===== config.mk =====
export PLATFORM = sky130hd
export DESIGN_NAME = freelist_flat
export DESIGN_NICKNAME = d
export VERILOG_FILES = /design/src/rtl/rename_pkg.sv /design/src/rtl/freelist_if.sv /design/src/rtl/freelist_mem.sv /design/src/rtl/freelist.sv /design/src/flat_wrapper.sv
export SDC_FILE = /design/constraint.sdc
export NUM_CORES = 1
export LEC_CHECK = 0
export CAP_MARGIN = 20
export CORE_MARGIN = 2
export CORE_UTILIZATION = 50
export CTS_BUF_LIST = sky130_fd_sc_hd__clkbuf_2 sky130_fd_sc_hd__clkbuf_4 sky130_fd_sc_hd__clkbuf_8
export CTS_CLUSTER_DIAMETER = 80
export DETAILED_ROUTE_END_ITERATION = 10
export PLACE_DENSITY = 0.74
export SLEW_MARGIN = 20
export SYNTH_ARGS = -nofsm -noshare
export SYNTH_HDL_FRONTEND = slang
export SYNTH_SLANG_ARGS = --single-unit

===== constraint.sdc =====
create_clock -name clk -period 8.8 [get_ports clk]
set_input_delay 1.76 -clock clk [delete_from_list [all_inputs] [get_ports clk]]
set_output_delay 1.76 -clock clk [all_outputs]
set_load 0.02 [all_outputs]

===== src/rtl/rename_pkg.sv =====
// Rename-stage shared definitions: default register-file geometry and
// the free-list depth/pointer widths derived from it.
package rename_pkg;

    localparam int PREG_NUM_D = 64;
    localparam int CREG_NUM_D = 32;

    localparam int FL_DEPTH = PREG_NUM_D - CREG_NUM_D;
    localparam int PW       = $clog2(PREG_NUM_D);
    localparam int FL_PTR_W = $clog2(FL_DEPTH) + 1;

    typedef logic [PW-1:0] preg_addr_t;

endpackage


===== src/rtl/freelist_if.sv =====
// Rename <-> free-list handshake bundle. With FREELIST_RECOVER_EN defined,
// the bundle also carries retire_alloc and flush for checkpoint-free recovery.
interface freelist_if import rename_pkg::*; #(
    parameter int PREG_NUM     = PREG_NUM_D,
    parameter int CREG_NUM     = CREG_NUM_D,
    parameter int FETCH_WIDTH  = 2,
    parameter int COMMIT_WIDTH = 2
);
    localparam int PW    = $clog2(PREG_NUM);
    localparam int CNT_W = $clog2(PREG_NUM - CREG_NUM) + 1;

    logic [FETCH_WIDTH-1:0]           alloc_req;
    logic                             alloc_en;
    logic                             alloc_ready;
    logic [FETCH_WIDTH-1:0][PW-1:0]   alloc_preg;
    logic [COMMIT_WIDTH-1:0]          free_valid;
    logic [COMMIT_WIDTH-1:0][PW-1:0]  free_preg;
    logic [CNT_W-1:0]                 free_count;
`ifdef FREELIST_RECOVER_EN
    logic [COMMIT_WIDTH-1:0]          retire_alloc;
    logic                             flush;

    modport master (
        output alloc_req, alloc_en, free_valid, free_preg, retire_alloc, flush,
        input  alloc_ready, alloc_preg, free_count
    );
    modport slave (
        input  alloc_req, alloc_en, free_valid, free_preg, retire_alloc, flush,
        output alloc_ready, alloc_preg, free_count
    );
`else
    modport master (
        output alloc_req, alloc_en, free_valid, free_preg,
        input  alloc_ready, alloc_preg, free_count
    );
    modport slave (
        input  alloc_req, alloc_en, free_valid, free_preg,
        output alloc_ready, alloc_preg, free_count
    );
`endif

endinterface


===== src/rtl/freelist_mem.sv =====
// Free-list storage: combinational read ports, slot-ordered write ports,
// reset-loaded with the pregs that are not architecturally mapped.
module freelist_mem #(
    parameter int DEPTH  = 32,
    parameter int PREG_W = 6,
    parameter int BASE   = 32,
    parameter int RD_N   = 2,
    parameter int WR_N   = 2,
    parameter int IDX_W  = $clog2(DEPTH)
) (
    input  logic                         clk,
    input  logic                         reset,
    input  logic [RD_N-1:0][IDX_W-1:0]   rd_idx,
    output logic [RD_N-1:0][PREG_W-1:0]  rd_data,
    input  logic [WR_N-1:0]              wr_en,
    input  logic [WR_N-1:0][IDX_W-1:0]   wr_idx,
    input  logic [WR_N-1:0][PREG_W-1:0]  wr_data
);

    logic [PREG_W-1:0] mem [DEPTH];

    always_ff @(posedge clk) begin
        if (reset) begin
            for (int k = 0; k < DEPTH; k++) begin
                mem[k] <= PREG_W'(BASE + k);
            end
        end else begin
            for (int j = 0; j < WR_N; j++) begin
                if (wr_en[j]) begin
                    mem[wr_idx[j]] <= wr_data[j];
                end
            end
        end
    end

    always_comb begin
        for (int i = 0; i < RD_N; i++) begin
            rd_data[i] = mem[rd_idx[i]];
        end
    end

endmodule


===== src/rtl/freelist.sv =====
// Physical-register free list: circular buffer with wrap-bit pointers.
// Define FREELIST_RECOVER_EN to add commit_head tracking and flush recovery.
module freelist import rename_pkg::*; #(
    parameter int PREG_NUM     = PREG_NUM_D,
    parameter int CREG_NUM     = CREG_NUM_D,
    parameter int FETCH_WIDTH  = 2,
    parameter int COMMIT_WIDTH = 2
) (
    input  logic       clk,
    input  logic       reset,
    freelist_if.slave  fl
);

    localparam int DEPTH  = PREG_NUM - CREG_NUM;
    localparam int PREG_W = $clog2(PREG_NUM);
    localparam int IDX_W  = $clog2(DEPTH);
    localparam int PTR_W  = IDX_W + 1;

    logic [PTR_W-1:0] head, tail, cnt;
    logic [PTR_W-1:0] head_next, tail_next, cnt_next;
    logic [PTR_W-1:0] nalloc, nfree, nalloc_fire;
    logic             ready, fire;

    logic [FETCH_WIDTH-1:0][IDX_W-1:0]   rd_idx;
    logic [COMMIT_WIDTH-1:0][IDX_W-1:0]  wr_idx;

`ifdef FREELIST_RECOVER_EN
    logic [PTR_W-1:0] commit_head, commit_head_next, nret;
`endif

    // Each requesting slot takes the entry after those claimed by lower slots.
    always_comb begin
        nalloc = '0;
        for (int i = 0; i < FETCH_WIDTH; i++) begin
            rd_idx[i] = head[IDX_W-1:0] + nalloc[IDX_W-1:0];
            nalloc    = nalloc + PTR_W'(fl.alloc_req[i]);
        end
        nfree = '0;
        for (int j = 0; j < COMMIT_WIDTH; j++) begin
            wr_idx[j] = tail[IDX_W-1:0] + nfree[IDX_W-1:0];
            nfree     = nfree + PTR_W'(fl.free_valid[j]);
        end
    end

    always_comb begin
`ifdef FREELIST_RECOVER_EN
        ready = (cnt >= nalloc) && !fl.flush;
        nret  = '0;
        for (int j = 0; j < COMMIT_WIDTH; j++) begin
            nret = nret + PTR_W'(fl.retire_alloc[j]);
        end
        commit_head_next = commit_head + nret;
`else
        ready = (cnt >= nalloc);
`endif
        fire        = fl.alloc_en && ready;
        nalloc_fire = fire ? nalloc : '0;
        head_next   = head + nalloc_fire;
        tail_next   = tail + nfree;
        cnt_next    = cnt + nfree - nalloc_fire;
`ifdef FREELIST_RECOVER_EN
        // Squash rewinds to the oldest non-retired allocation; frees still land.
        if (fl.flush) begin
            head_next = commit_head_next;
            cnt_next  = tail_next - commit_head_next;
        end
`endif
    end

    always_ff @(posedge clk) begin
        if (reset) begin
            head <= '0;
            tail <= {1'b1, {IDX_W{1'b0}}};
            cnt  <= PTR_W'(DEPTH);
`ifdef FREELIST_RECOVER_EN
            commit_head <= '0;
`endif
        end else begin
            head <= head_next;
            tail <= tail_next;
            cnt  <= cnt_next;
`ifdef FREELIST_RECOVER_EN
            commit_head <= commit_head_next;
`endif
        end
    end

    // Freeing into a buffer with no room for the released pregs is a protocol error.
    always_ff @(posedge clk) begin
        if (!reset) begin
`ifdef FREELIST_RECOVER_EN
            assert (int'(PTR_W'(tail - commit_head_next)) + int'(nfree) <= DEPTH);
`else
            assert (int'(cnt) - int'(nalloc_fire) + int'(nfree) <= DEPTH);
`endif
        end
    end

    freelist_mem #(
        .DEPTH  (DEPTH),
        .PREG_W (PREG_W),
        .BASE   (CREG_NUM),
        .RD_N   (FETCH_WIDTH),
        .WR_N   (COMMIT_WIDTH)
    ) u_mem (
        .clk     (clk),
        .reset   (reset),
        .rd_idx  (rd_idx),
        .rd_data (fl.alloc_preg),
        .wr_en   (fl.free_valid),
        .wr_idx  (wr_idx),
        .wr_data (fl.free_preg)
    );

    assign fl.alloc_ready = ready;
    assign fl.free_count  = cnt;

endmodule


===== src/flat_wrapper.sv =====
// flat-port wrapper written by rule: the top's interface ports become plain ports
module freelist_flat import rename_pkg::*;
#(
    parameter int PREG_NUM     = PREG_NUM_D,
    parameter int CREG_NUM     = CREG_NUM_D,
    parameter int FETCH_WIDTH  = 2,
    parameter int COMMIT_WIDTH = 2
)
  (clk, reset, fl_alloc_req, fl_alloc_en, fl_free_valid, fl_free_preg, fl_alloc_ready, fl_alloc_preg, fl_free_count);
  freelist_if #(.PREG_NUM(PREG_NUM), .CREG_NUM(CREG_NUM), .FETCH_WIDTH(FETCH_WIDTH), .COMMIT_WIDTH(COMMIT_WIDTH)) fl_i ();
  input  logic clk;
  input  logic reset;
  input wire logic [$bits(fl_i.alloc_req)-1:0] fl_alloc_req;
  input wire logic [$bits(fl_i.alloc_en)-1:0] fl_alloc_en;
  input wire logic [$bits(fl_i.free_valid)-1:0] fl_free_valid;
  input wire logic [$bits(fl_i.free_preg)-1:0] fl_free_preg;
  output wire logic [$bits(fl_i.alloc_ready)-1:0] fl_alloc_ready;
  output wire logic [$bits(fl_i.alloc_preg)-1:0] fl_alloc_preg;
  output wire logic [$bits(fl_i.free_count)-1:0] fl_free_count;
  assign fl_i.alloc_req = fl_alloc_req;
  assign fl_i.alloc_en = fl_alloc_en;
  assign fl_i.free_valid = fl_free_valid;
  assign fl_i.free_preg = fl_free_preg;
  assign fl_alloc_ready = fl_i.alloc_ready;
  assign fl_alloc_preg = fl_i.alloc_preg;
  assign fl_free_count = fl_i.free_count;
  freelist #(.PREG_NUM(PREG_NUM), .CREG_NUM(CREG_NUM), .FETCH_WIDTH(FETCH_WIDTH), .COMMIT_WIDTH(COMMIT_WIDTH)) u_core (.clk(clk), .reset(reset), .fl(fl_i));
endmodule

==> flow_summary.ini, run 1 <==
[worst_setup_path]
path_max_fanout = 48
cp_data_arrival_time_ps = 5350
start_kind = input port
criticalPathCategory = input port to primary output
critPathRequiredTime_ps = 7040
cp-end-kind = primary output

[grt]
grt_usage = 0.297
grt_pass1_vias = 10600
grt-ovfl-total = 0
grt_pass1_wl_um = 66600
grt_max_degree = 56
antenna_found_initial = 0

[synthesis]
syn_avg_cell_area_um2 = 11.9
synth-edff-count = 192
synth_top_area_frac = 0.405
syn-instance-count = 1200
synth_nets = 1245
seq_area_frac_synth = 0.427
ys_top_cells_by_area = edfxtp_1, mux2i_1, mux4_2
synth_cell_types = 79
yosys_register_bits = 208
synth_flop_cell = edfxtp_1
syn-cell-area_um2 = 14300
synth_area_leader_cell = edfxtp_1
async_flop_share = 0
ys_warn_count = 0

[placement]
place_hpwl_um = 30200
gp_congestion = 0.968
io_buffers = 37
placedCellCount = 1541

[power_and_ir_drop]
max-vdd-ir-drop_v = 0.000115
power.leakage_nw = 4.88
p_per_area_nw_per_um2 = 190
p_total_mw = 2.95

[route]
dr.pass1.iters = 9
vias = 10700
drc_errors = 0
wl_per_cell_um = 27.5
ant_nets = 0
wl_um = 44300
dr.first_iter.drc_count = 1701
viasPerCell = 6.64

[final_layout]
insertedDiodeCount = 0
postLayoutCoreUtil = 0.556
final_cells = 1610
drive_gt1_frac = 0.181
syn2layout_area_growth_pct = 8.95
final_nets = 1248

[clock_tree]
path_clk_slew_ps = 50
post_cts_buffers = 0
clock_path_buffers = 3
ctsResizeCount = 0
clk_latency_ps = 550
numCtsBuffers = 38
cts_htree_levels = 2
clock_sinks = 208
cts_root_buf = clkbuf_8
cts_tree = done
cts_hold_buf = 0

[sta]
period_share = 0.808
finalSetupViolCount = 0
max_slew_margin = 0.237
holdWs_ps = 701
worst_slew_pin_slew_ps = 1140
rsz0062_at_grt = false
fin_crit_ps = 7110
drv_slew = 0
fin_setup_tns_ps = 0
skew_ps = 25.8
hold_viol_final = 0
max_freq_ghz = 0.141

[worst_hold_path]
min-delay-path-class = flip-flop to flip-flop

[run_status]
outcome = finished, final reports clean

[run]
maxCapViolCount = 0

[floorplanning]
core.rowCount = 61
initial_utilization = 0.510
fp.coreArea_um2 = 27900
fp.dieArea_um2 = 29900
die_h_um = 173
pin_count = 38
die-width_um = 173
## worst paths after layout
kind | startpoint | to | slack (ps) | cells after the start
worst min register to register | u_core.tail[0]$_SDFF_PP0_ | u_core.tail[0]$_SDFF_PP0_ | 700 | 2
worst min-delay path | u_core.tail[0]$_SDFF_PP0_ | u_core.tail[0]$_SDFF_PP0_ | 700 | 2
worst max register to register | u_core.fl.free_count[0]$_SDFF_PP0_ | u_core.fl.free_count[5]$_SDFF_PP1_ | 5470 | 15
worst max-delay path | fl_alloc_req[0] | fl_alloc_preg[10] | 1690 | 7
## report_power, final
group	total, mW	leakage [nW]	internal (mW)	switching, mW
logic	0.801	2.73	0.355	0.446
clock network	0.977	0.421	0.545	0.431
registers	1.17	1.73	1.12	0.0477
## worst max-delay path, stage by stage
cell and delay [ps]:
clkdlybuf4s50_1 530, ha_4 940, mux4_2 600, mux2_2 300, o22ai_1 380, a221oi_1 190
clkdlybuf4s50_1 630
## state kept, by name, indices dropped and copies added (netlist names)
name	count
u_core.fl.free_count	6
u_core.tail	5
u_core.u_mem.mem	192
u_core.head	5
## cell usage after synthesis (all sizes together), types with 2 or more instances
master     n
a31oi      8
mux2      21
nand3b    10
o31ai      2
o21ai     12
fa         4
nand3     44
buf       33
nor3b      2
and3       5
nor2     137
xor2       5
or2        6
inv       29
a21oi     17
clkbuf    61
or3       23
mux2i    227
or3b       3
xnor2      4
and2       7
dfxtp     16
nand2    114
a22oi     20
mux4      78
a221oi     6
edfxtp   192
a2bb2oi    3
nor3      39
o22ai      7
a32oi      2
clkinv     2
o211ai     6
nand2b     7
nor2b     10
ha        22
## cells in the final DEF, fill, tap and decap left out, drive strengths merged, types with 12 or more instances in the layout
master           n
nor3            39
mux2            21
mux2i          227
a22oi           20
nand3           44
nand2          114
a21oi           17
o21ai           12
nor2           137
buf             21
clkbuf          54
clkdlybuf4s50   36
ha              22
mux4            78
edfxtp         192
clkinv          16
inv             27
dfxtp           16
or3             23
## cells by family after synthesis
group	Yosys count	share of synthesized area
and+or+nand+nor	412	0.144
muxes	326	0.303
DFF	208	0.427
buffers and inverters	125	0.0453
AOI/OAI and AO/OA	94	0.0498
adders and majority gates	26	0.0249
xor gates and xnor gates	9	0.00606
## layout make-up
cell class | count | area (um^2)
clock buffers | 54 | 662
clock inverters | 15 | 123
fillers | 2358 | 12400
inverters | 31 | 116
multi-input cells | 867 | 7550
flip-flops and latches | 208 | 6090
well taps | 378 | 473
repair buffers | 57 | 515
## routing by layer
layer / global-route usage / up-vias / wire length, um
met5: 0 / - / 0
met4: 0.132 / 0 / 2290
met3: 0.0728 / 169 / 5530
met2: 0.453 / 775 / 19600
met1: 0.405 / 5187 / 16900
li1: - / 4564 / -
## per-stage QoR
step,setup WS (ps),cell area (um^2)
after global placement,1610,14700
final,1690,15500
after detailed placement,1520,14700
after global routing,1600,15500
after CTS,1520,15500
after floorplan,3240,14300
Note: power is estimated with default switching activity, not from simulation.
==> inputs of run 2 (changes only) <==
PLACE_DENSITY = 0.76   (was 0.74)
clock period = 5.9 ns   (was 8.8 ns; I/O delays follow)
==> run 2 against run 1 <==
Sequential share of layout area grew 0.063 points. Clock-buffer cell count decreased by 1. Power grew 46%. Critical path depth is 2 higher. Critical endpoint is now fl_alloc_preg[9]. Highest routed layer unchanged.
==> flow_summary.ini, run 2 (synthesis results as in run 1) <==
[power_and_ir_drop]
switchingPower_mw = 1.35
p_int_mw = 2.97
max-vdd-ir-drop_v = 0.000149
p_comb_frac = 0.283
power.leakage_nw = 4.88
power_frac_clock = 0.316
p_per_area_nw_per_um2 = 278
pwr-share-seq = 0.401
switching_share = 0.313

[worst_setup_path]
cp_cell_sequence = clkdlybuf4s50_1 -> ha_4 -> ha_2 -> xor2_1 -> nor2_1 -> a22oi_1 -> o22ai_1 -> a221oi_1 -> clkdlybuf4s50_1
path_buf_inv = 2
crit_family = buffers and inverters
critPathRequiredTime_ps = 4720
cp-end-kind = primary output
criticalPathCategory = input port to primary output
crit_slowest_cell = clkdlybuf4s50_1
cp_slowest_stage_delay_ps = 730
cp_data_arrival_time_ps = 4470
cp_common_cell = clkdlybuf4s50_1
start_kind = input port
path_max_fanout = 6

[floorplanning]
initial_utilization = 0.510
fp.dieArea_um2 = 29900
core.rowCount = 61
die-width_um = 173
pin_count = 38
fp.coreArea_um2 = 27900
die_h_um = 173

[route]
wl_um = 44600
dr.pass1.iters = 5
drc_errors = 0
wl_per_cell_um = 27.7
vias = 10800
viasPerCell = 6.74
dr.first_iter.drc_count = 1619
ant_nets = 0

[grt]
antenna_found_initial = 0
grt_pass1_wl_um = 65400
grt-ovfl-total = 0
grt_usage = 0.293
grt_max_degree = 52
grt_pass1_vias = 10500

[sta]
max_freq_ghz = 0.177
hold_viol_final = 0
finalSetupViolCount = 0
worst_slew_pin_slew_ps = 1220
skew_ps = 25.8
rsz0062_at_grt = false
period_share = 0.958
fin_ws_ps = 248
fin_crit_ps = 5650
drv_slew = 0
fin_setup_tns_ps = 0
max_slew_margin = 0.183

[final_layout]
mostFrequentLayoutCell = mux2i_1
syn2layout_area_growth_pct = 8.77
fillCellCount = 2344
multi_input_area_um2 = 7540
top_register = u_core.u_mem.mem
drive_gt1_frac = 0.179
largest_reg_flops = 192
final_cell_mix = mux2i_1, edfxtp_1, nor2_1
final_nets = 1253
seqCellArea_um2 = 6090
insertedDiodeCount = 0

[clock_tree]
clock_sinks = 208
cts_hold_buf = 0
post_cts_buffers = 0
ctsResizeCount = 0
cts_root_buf = clkbuf_8
path_clk_slew_ps = 60
numCtsBuffers = 38
clock_path_buffers = 3
cts_htree_levels = 2
clk_latency_ps = 550
cts_tree = done

[run_status]
outcome = finished, final reports clean

[placement]
place_hpwl_um = 30800
dpl_worst_slack_ps = 338
io_buffers = 37
gp_congestion = 1.04

[run]
maxCapViolCount = 0

[worst_hold_path]
min-delay-path-class = flip-flop to flip-flop
[run 2: worst reg2reg max path, stage by stage, from the launching register on]
cell      delay (ps)
dfxtp_1          320
inv_1             60
ha_1             280
nand2b_1         140
a21oi_1          160
o21ai_0          100
a21bo_2          260
and3_1           210
fa_1             490
inv_1             70
ha_1             270
a21o_1           150
a21oi_1          280
o21bai_1         140
nor4b_1          370
nor3_1           100
[run 2: power groups by stage]
| stage | registers, mW | logic (mW) | clock network, mW |
|---|---|---|---|
| final | 1.73 | 1.22 | 1.36 |
| after global routing | 1.73 | 1.30 | 1.43 |
| after CTS | 1.73 | 1.21 | 1.36 |
| after detailed placement | 1.76 | 1.20 | 0 |
| after global placement | 1.76 | 1.17 | 0 |
| after floorplan | 1.75 | 0.861 | 0 |
[run 2: stage by stage]
stage	area, um^2	hold WS [ps]	cells	utilization	power [mW]
global placement	14800	656	1546	0.529	2.93
CTS	15500	695	1610	0.555	4.30
global route	15500	727	1610	0.555	4.46
finish	15500	697	1610	0.555	4.32
floorplan	14300	608	1200	-	2.61
detailed placement	14800	668	1546	0.529	2.96
[run 2: per-layer routing]
metal	vias up	part of all wire	GRT usage
met5	-	0	0
met4	0	0.058	0.148
met3	176	0.12	0.0547
met2	811	0.46	0.460
met1	5288	0.37	0.391
li1	4574	-	-
[run 2: final timing paths]
kind,slack (ps),startpoint,endpoint,cells past startpoint
max,250,fl_alloc_req[0],fl_alloc_preg[9],9
min,700,u_core.tail[0]$_SDFF_PP0_,u_core.tail[0]$_SDFF_PP0_,2
max reg2reg,2390,u_core.fl.free_count[0]$_SDFF_PP0_,u_core.fl.free_count[5]$_SDFF_PP1_,15
min reg2reg,700,u_core.tail[0]$_SDFF_PP0_,u_core.tail[0]$_SDFF_PP0_,2
[run 2: cell type report]
cell class / instances / share of cell area
Sequential cell: 208 / 0.393
Tap cell: 378 / 0.0305
Clock inverter: 11 / 0.00468
Multi-Input combinational cell: 867 / 0.486
Inverter: 31 / 0.00751
Timing Repair Buffer: 62 / 0.0362
Clock buffer: 53 / 0.0422
==> inputs of run 3 (changes only) <==
CAP_MARGIN = 10   (was 20)
==> results of run 3 <==
No change in the layout: final DEF, timing and power equal those of run 2.
